--- config.mk ---
export PLATFORM = sky130hd
export DESIGN_NAME = token_embedder
export DESIGN_NICKNAME = d
export VERILOG_FILES = /design/src/rtl/token_embedder_pkg.sv /design/src/rtl/token_embedder.sv
export SDC_FILE = /design/constraint.sdc
export NUM_CORES = 1
export LEC_CHECK = 0
export BUFFER_PORTS_ARGS = -buffer_cell sky130_fd_sc_hd__buf_2
export CAP_MARGIN = 20
export CORE_MARGIN = 8
export CORE_UTILIZATION = 42
export CTS_CLUSTER_SIZE = 30
export DETAILED_ROUTE_END_ITERATION = 12
export GPL_ROUTABILITY_DRIVEN = 0
export MAX_ROUTING_LAYER = met4
export PLACE_DENSITY = 0.74
export SLEW_MARGIN = 20
export SYNTH_ARGS = -nofsm -noshare
export SYNTH_HDL_FRONTEND = slang
export SYNTH_SLANG_ARGS = --single-unit
--- constraint.sdc ---
create_clock -name clk -period 1.5 [get_ports clk]
set_input_delay 0.075 -clock clk [delete_from_list [all_inputs] [get_ports clk]]
set_output_delay 0.075 -clock clk [all_outputs]
set_load 0.1 [all_outputs]
--- src/rtl/token_embedder_pkg.sv ---
// Shared FSM state encoding for the token embedder.
package token_embedder_pkg;

  localparam int STATE_W = 3;

  typedef enum logic [STATE_W-1:0] {
    IDLE     = 3'd0,
    RD_CODE  = 3'd1,
    CHK_CODE = 3'd2,
    RD_EMB   = 3'd3,
    EMIT     = 3'd4,
    DONE     = 3'd5
  } state_t;

endpackage

--- src/rtl/token_embedder.sv ---
// Walks a zero-terminated token code sequence and streams each token's
// embedding row (EMB_DIM elements) out over a valid/ready interface.
// Both SRAMs live in the parent; this block only drives their addresses.
module token_embedder
  import token_embedder_pkg::*;
#(
  parameter int ADDR_WIDTH = 4,
  parameter int DATA_WIDTH = 8,
  parameter int EMB_DIM    = 4
) (
  input  logic                                   clk,
  input  logic                                   rst_n,
  input  logic                                   cs,
  output logic [ADDR_WIDTH-1:0]                  code_addr,
  input  logic [DATA_WIDTH-1:0]                  code_rdata,
  output logic [DATA_WIDTH+$clog2(EMB_DIM)-1:0]  emb_addr,
  input  logic [DATA_WIDTH-1:0]                  emb_rdata,
  output logic                                   out_valid,
  input  logic                                   out_ready,
  output logic [DATA_WIDTH-1:0]                  out_data,
  output logic                                   out_row_last,
  output logic [ADDR_WIDTH:0]                    token_count,
  output logic                                   done
);

  localparam int EL_W = $clog2(EMB_DIM);
  localparam logic [EL_W-1:0] EL_LAST = EL_W'(EMB_DIM - 1);

  state_t                  state;
  logic [ADDR_WIDTH-1:0]   tok_idx;
  logic [EL_W-1:0]         elem;
  logic [DATA_WIDTH-1:0]   code_q;
  logic [ADDR_WIDTH:0]     tok_cnt;

  // Row base is code*EMB_DIM; EMB_DIM is a power of two so concatenation
  // replaces the multiply. Both fields are registers, so the address is
  // stable for the whole EMIT stall.
  assign emb_addr     = {code_q, elem};
  assign code_addr    = tok_idx;
  assign out_valid    = (state == EMIT);
  assign out_data     = emb_rdata;
  assign out_row_last = (state == EMIT) && (elem == EL_LAST);
  assign token_count  = tok_cnt;
  assign done         = (state == DONE);

  // Sequencer: one SRAM read cycle before each code check and each element.
  always_ff @(posedge clk or negedge rst_n) begin
    if (!rst_n) begin
      state   <= IDLE;
      tok_idx <= '0;
      elem    <= '0;
      code_q  <= '0;
      tok_cnt <= '0;
    end else begin
      case (state)
        IDLE: begin
          if (cs) begin
            tok_idx <= '0;
            elem    <= '0;
            tok_cnt <= '0;
            state   <= RD_CODE;
          end
        end
        RD_CODE:  state <= CHK_CODE;
        CHK_CODE: begin
          if (code_rdata == '0) begin
            state <= DONE;
          end else begin
            code_q <= code_rdata;
            state  <= RD_EMB;
          end
        end
        RD_EMB:   state <= EMIT;
        EMIT: begin
          if (out_ready) begin
            if (elem == EL_LAST) begin
              elem    <= '0;
              tok_cnt <= tok_cnt + (ADDR_WIDTH+1)'(1);
              // Last code slot: finish rather than wrap back to slot 0.
              if (&tok_idx) begin
                state <= DONE;
              end else begin
                tok_idx <= tok_idx + ADDR_WIDTH'(1);
                state   <= RD_CODE;
              end
            end else begin
              elem  <= elem + EL_W'(1);
              state <= RD_EMB;
            end
          end
        end
        DONE:     state <= DONE;
        default:  state <= IDLE;
      endcase
    end
  end

endmodule

# Word level (Yosys, flattened, before mapping)
# Cells that the tools add are included.
[word_totals]
regBits = 22
output_inout_bits = 30
word_cells = 48
[classes]
addsub = 3
eq_ne = 10
n_mux = 19
bitwise_logic = 1
reduce_logical = 10
[ops]
columns = ["operator", "n"]
rows = [
  ["one-hot mux 3 bit (6 select lines)", 1],
  ["2-to-1 mux 4 bit", 4],
  ["2-to-1 mux 3 bit", 5],
  ["2-to-1 mux 5 bit", 3],
  ["one-hot mux 5 bit (2 select lines)", 1],
  ["logical NOT 8 bit", 1],
  ["one-hot mux 4 bit (2 select lines)", 1],
  ["AND reduction 4 bit", 2],
  ["== test 3 x 2 -> 1 bit (second input constant)", 2],
  ["== test 3 bit (second input constant)", 2],
  ["2-to-1 mux 2 bit", 3],
  ["adder 5 x 1 -> 5 bit (second input constant)", 1],
  ["AND reduction 5 bit", 1],
  ["adder 4 x 1 -> 4 bit (second input constant)", 1],
  ["inequality test 2 x 1 -> 1 bit (second input constant)", 2],
  ["inequality test 2 bit (second input constant)", 2],
  ["one-hot mux 2 bit (2 select lines)", 1],
  ["AND reduction 2 bit", 2],
  ["== test 3 x 1 -> 1 bit (second input constant)", 1],
  ["logical NOT 3 bit", 1],
  ["AND reduction 3 bit", 1],
  ["adder 2 x 1 -> 2 bit (second input constant)", 1],
  ["== test 2 bit (second input constant)", 1],
  ["nonzero test 2 bit", 1],
  ["other kinds (2)", 2],
]

# Logic depth before layout (Yosys ltp)
[depth]
ltp_word = 5
ltp_mapped = 6
depth_no_buf = 5

# Worst setup path before layout
# No wires, ideal clock.
[synth_path]
kind = "register to output"
from = "register elem[0]"
to = "output out_row_last"
arrival_time_ps = 2115
setup_slack_ps = -690
stages_incl_launch_ff = 3
n_path_buf = 0
path_cell_list = "dfrtp_1 -> ha_1 -> and3_1"
[synth_via]
elab_chain_cells = 2
[synth_lines]
columns = ["element", "line", "text"]
rows = [
  ["start: declaration", "token_embedder.sv:31", "logic [EL_W-1:0] elem;"],
  ["start signal: assignment", "token_embedder.sv:87", "elem <= elem + EL_W'(1);"],
  ["== test 2 bit", "token_embedder.sv:42", "assign out_row_last = (state == EMIT) && (elem == EL_LAST);"],
  ["logical AND 1 bit", "token_embedder.sv:42", ""],
  ["end: declaration", "token_embedder.sv:21", "output logic out_row_last,"],
]
# No other way between the ends.

# Final worst setup path
[layout_path]
from = "register elem[0]"
to = "register tok_idx[3], in the netlist code_addr[3]"
[layout_via]
elab_chain_cells = 3
[layout_lines]
columns = ["element", "line", "text"]
rows = [
  ["== test 2 bit", "token_embedder.sv:76", "if (elem == EL_LAST) begin"],
  ["inequality test 2 x 1 -> 1 bit (no source line)", "-", ""],
  ["AND reduction 5 bit (no source line)", "-", ""],
  ["end signal: assignment", "token_embedder.sv:83", "tok_idx <= tok_idx + ADDR_WIDTH'(1);"],
  ["end: declaration", "token_embedder.sv:30", "logic [ADDR_WIDTH-1:0] tok_idx;"],
]
# No other way between the ends.
# A chain may end at the register's enable or synchronous reset.

==> results.json <==
{
  "avgSynthCellArea_um2": 10.7,
  "arrival_ns": 1.72,
  "ys_types": 37,
  "globalRouteTotalUtil": 0.123,
  "startpoint": "elem[0]",
  "synth-simple-area-share": 0.144,
  "max-vdd-ir-drop_v": 0.00193,
  "core-area_mm2": 0.00273,
  "rows": 19,
  "clk_pin_slew_ns": 0.13,
  "ioPinCount": 50,
  "ant_nets": 0,
  "yosysWarnings": 0,
  "viasPerCell": 5.50,
  "worst_slack_ns": -0.00286,
  "power_frac_clock": 0.123,
  "slew_violations": 0,
  "drt_first_pass_iters": 4,
  "fin_crit_ns": 1.50,
  "fin_util": 0.621,
  "total_leakage_power_nw": 0.749,
  "syn_nets": 136,
  "final_common_cell": "buf_2",
  "crit_path_end": "code_addr[3]",
  "synth_xor_xnor_area_share": 0,
  "die_width_um": 69.5,
  "synth_top_family_by_area": "compound AO/OA/AOI/OAI gates",
  "rr_worst_depth": 6,
  "initial_utilization": 0.440,
  "cts_tree": "yes",
  "multi_input_area_um2": 621,
  "path_class": "flop to flop",
  "post-route-period-util": 1.00,
  "crit_fanout": 6,
  "htree_levels": 1,
  "relSlewSlack": 0.673,
  "end_kind": "flop",
  "ys_seq_area_frac": 0.457,
  "clkLatencyLatePin_ns": 0.32,
  "grt_pass1_wl_um": 4970,
  "overflow": 0,
  "cts_sinks": 22,
  "pre_cts_ws_ns": 0.0354,
  "r2r_setup_slack_ns": -0.003,
  "worst_pin_slew_ns": 0.494,
  "synth_cells": 113,
  "p_seq_frac": 0.249,
  "fp.dieArea_mm2": 0.00484,
  "final_cell_mix": "buf_2, buf_4, dfrtp_1",
  "worstHoldPathCells": 2,
  "setup_tns_ns": -0.00286,
  "cts_buffers": 3,
  "nNetsFinal": 182,
  "n_antenna_cell": 0,
  "drive_gt1_frac": 0.551,
  "grt_max_degree": 23,
  "rsz0062_at_grt": "yes",
  "cts.path.max_buffers": 2,
  "status": "finished with violations",
  "vias": 1039,
  "netSwitchingFraction": 0.526,
  "synth-seq-cells": 22,
  "r2r_start": "elem[0]",
  "wirelength_um": 3060,
  "dp_hpwl_um": 2200,
  "die_h_um": 69.5,
  "grt_antenna_before_repair": 0,
  "syn2layout_area_growth_pct": 41.1,
  "post_drt_wl_per_cell_um": 16.2,
  "violations": "setup timing",
  "portBuffers": 33,
  "hp-start": "code_rdata[2]",
  "synth_top_area_share": 0.457,
  "rr_endpoint": "code_addr[3]",
  "power_switching_mw": 1.98,
  "combPwrFrac": 0.629,
  "grt_pass1_vias": 1115,
  "synthAdderAreaFrac": 0.0312,
  "synthTopCellsByArea": "dfrtp_1, mux2_2, buf_4",
  "num-fill-cells": 224,
  "synthMuxAreaShare": 0.0748,
  "required_ns": 1.72,
  "hold_viol_final": 0,
  "netlist_area_mm2": 0.00120,
  "yosys.area.top_type": "dfrtp_1",
  "drc": 0,
  "cts_root_buffer": "clkbuf_4",
  "drv_cap": 0,
  "p_int_mw": 1.78,
  "p_per_area_mw_per_mm2": 2210,
  "synth_compound_area_frac": 0.204,
  "setup_viol": 1,
  "fmax_mhz": 665,
  "power_mw": 3.76,
  "drtIter0Drc": 25,
  "hold_path.class": "input port to flop",
  "clock-skew-final_ns": 0.00950,
  "cp-start-kind": "flop",
  "register_area_um2": 573
}
-- what timing repair did --
action	4_1_cts	5_1_grt
hold buffers	4	0
endpoints found under the setup margin	2	14
setup buffers	5	2
resized for setup	6	5
pin swaps	2	3
hold endpoints to repair	25	0
cloned	0	0
-- through the flow --
step | hold WS, ns | cell area [um2] | std cells
after global routing | 0.0136 | 1700 | 189
final | 0.00673 | 1700 | 189
after CTS | 0.00121 | 1660 | 187
after detailed placement | 0.0673 | 1520 | 174
after floorplan | -0.221 | 1280 | 113
after global placement | 0.0608 | 1520 | 174
-- registers in the layout, summed over array words and instances, names as in the netlist --
| name | cells |
|---|---|
| code_q | 8 |
| state | 3 |
| code_addr | 4 |
| token_count | 5 |
| elem | 2 |
-- power groups by stage --
stage,clock network (mW),logic (mW),registers [mW]
detailed placement,0,2.17,0.965
global route,0.492,2.48,0.956
finish,0.461,2.36,0.934
global placement,0,2.15,0.947
CTS,0.474,2.33,0.933
floorplan,0,0.792,1.95
-- synthesized netlist by cell type (all sizes together) --
master	number
nor3	1
o41ai	2
nand2	8
nand4	2
buf	10
o31ai	3
nor3b	1
o21a	2
nor4	2
or2	1
ha	3
o311ai	1
o2bb2ai	1
nor2	4
and3	4
a22o	3
mux2	8
o211ai	1
a2bb2oi	2
a211oi	1
a211o	2
dfrtp	22
a21oi	4
nor2b	1
nand3	3
o21ai	8
a41oi	1
and2	1
nand2b	2
o22ai	1
clkbuf	2
inv	6
-- worst max-delay path: stages (launching register included) --
cell	delay (ns)
dfrtp_4	0.51
ha_4	0.17
and3_4	0.19
o21ai_4	0.23
buf_4	0.16
nor2_1	0.04
a2bb2oi_1	0.12
-- how the worst min path moves through the flow --
stage | endpoint | slack, ns
6_report | code_q[2] | 0.007
5_1_grt | code_q[1] | 0.01
4_1_cts | code_q[2] | 0.001
3_5_place_dp | token_count[2] | 0.07
3_3_place_gp | state[0] | 0.06
2_1_floorplan | code_addr[2] | -0.22
-- routing by layer --
| layer | track usage | vias up | part of all wire |
|---|---|---|---|
| met2 | 0.203 | 42 | 0.49 |
| met1 | 0.129 | 493 | 0.42 |
| met5 | - | - | 0 |
| met4 | 0.0501 | 0 | 0.014 |
| li1 | - | 497 | - |
| met3 | 0.0486 | 7 | 0.070 |
-- final cells by class --
cell class | count | share of cell area
Tap cell | 31 | 0.0228
Timing Repair Buffer | 53 | 0.230
Sequential cell | 22 | 0.338
Clock inverter | 1 | 0.0177
Inverter | 6 | 0.0133
Multi-Input combinational cell | 73 | 0.366
Clock buffer | 3 | 0.0133
-- cell families (layout without fill, tap and decap cells) --
logic type,after synthesis,after routing
compound gates,32,32
simple gates,30,30
flops,22,22
buf+inv,18,63
mux,8,8
fa+ha+maj,3,3
No activity file was read; power rests on OpenSTA's default activity.
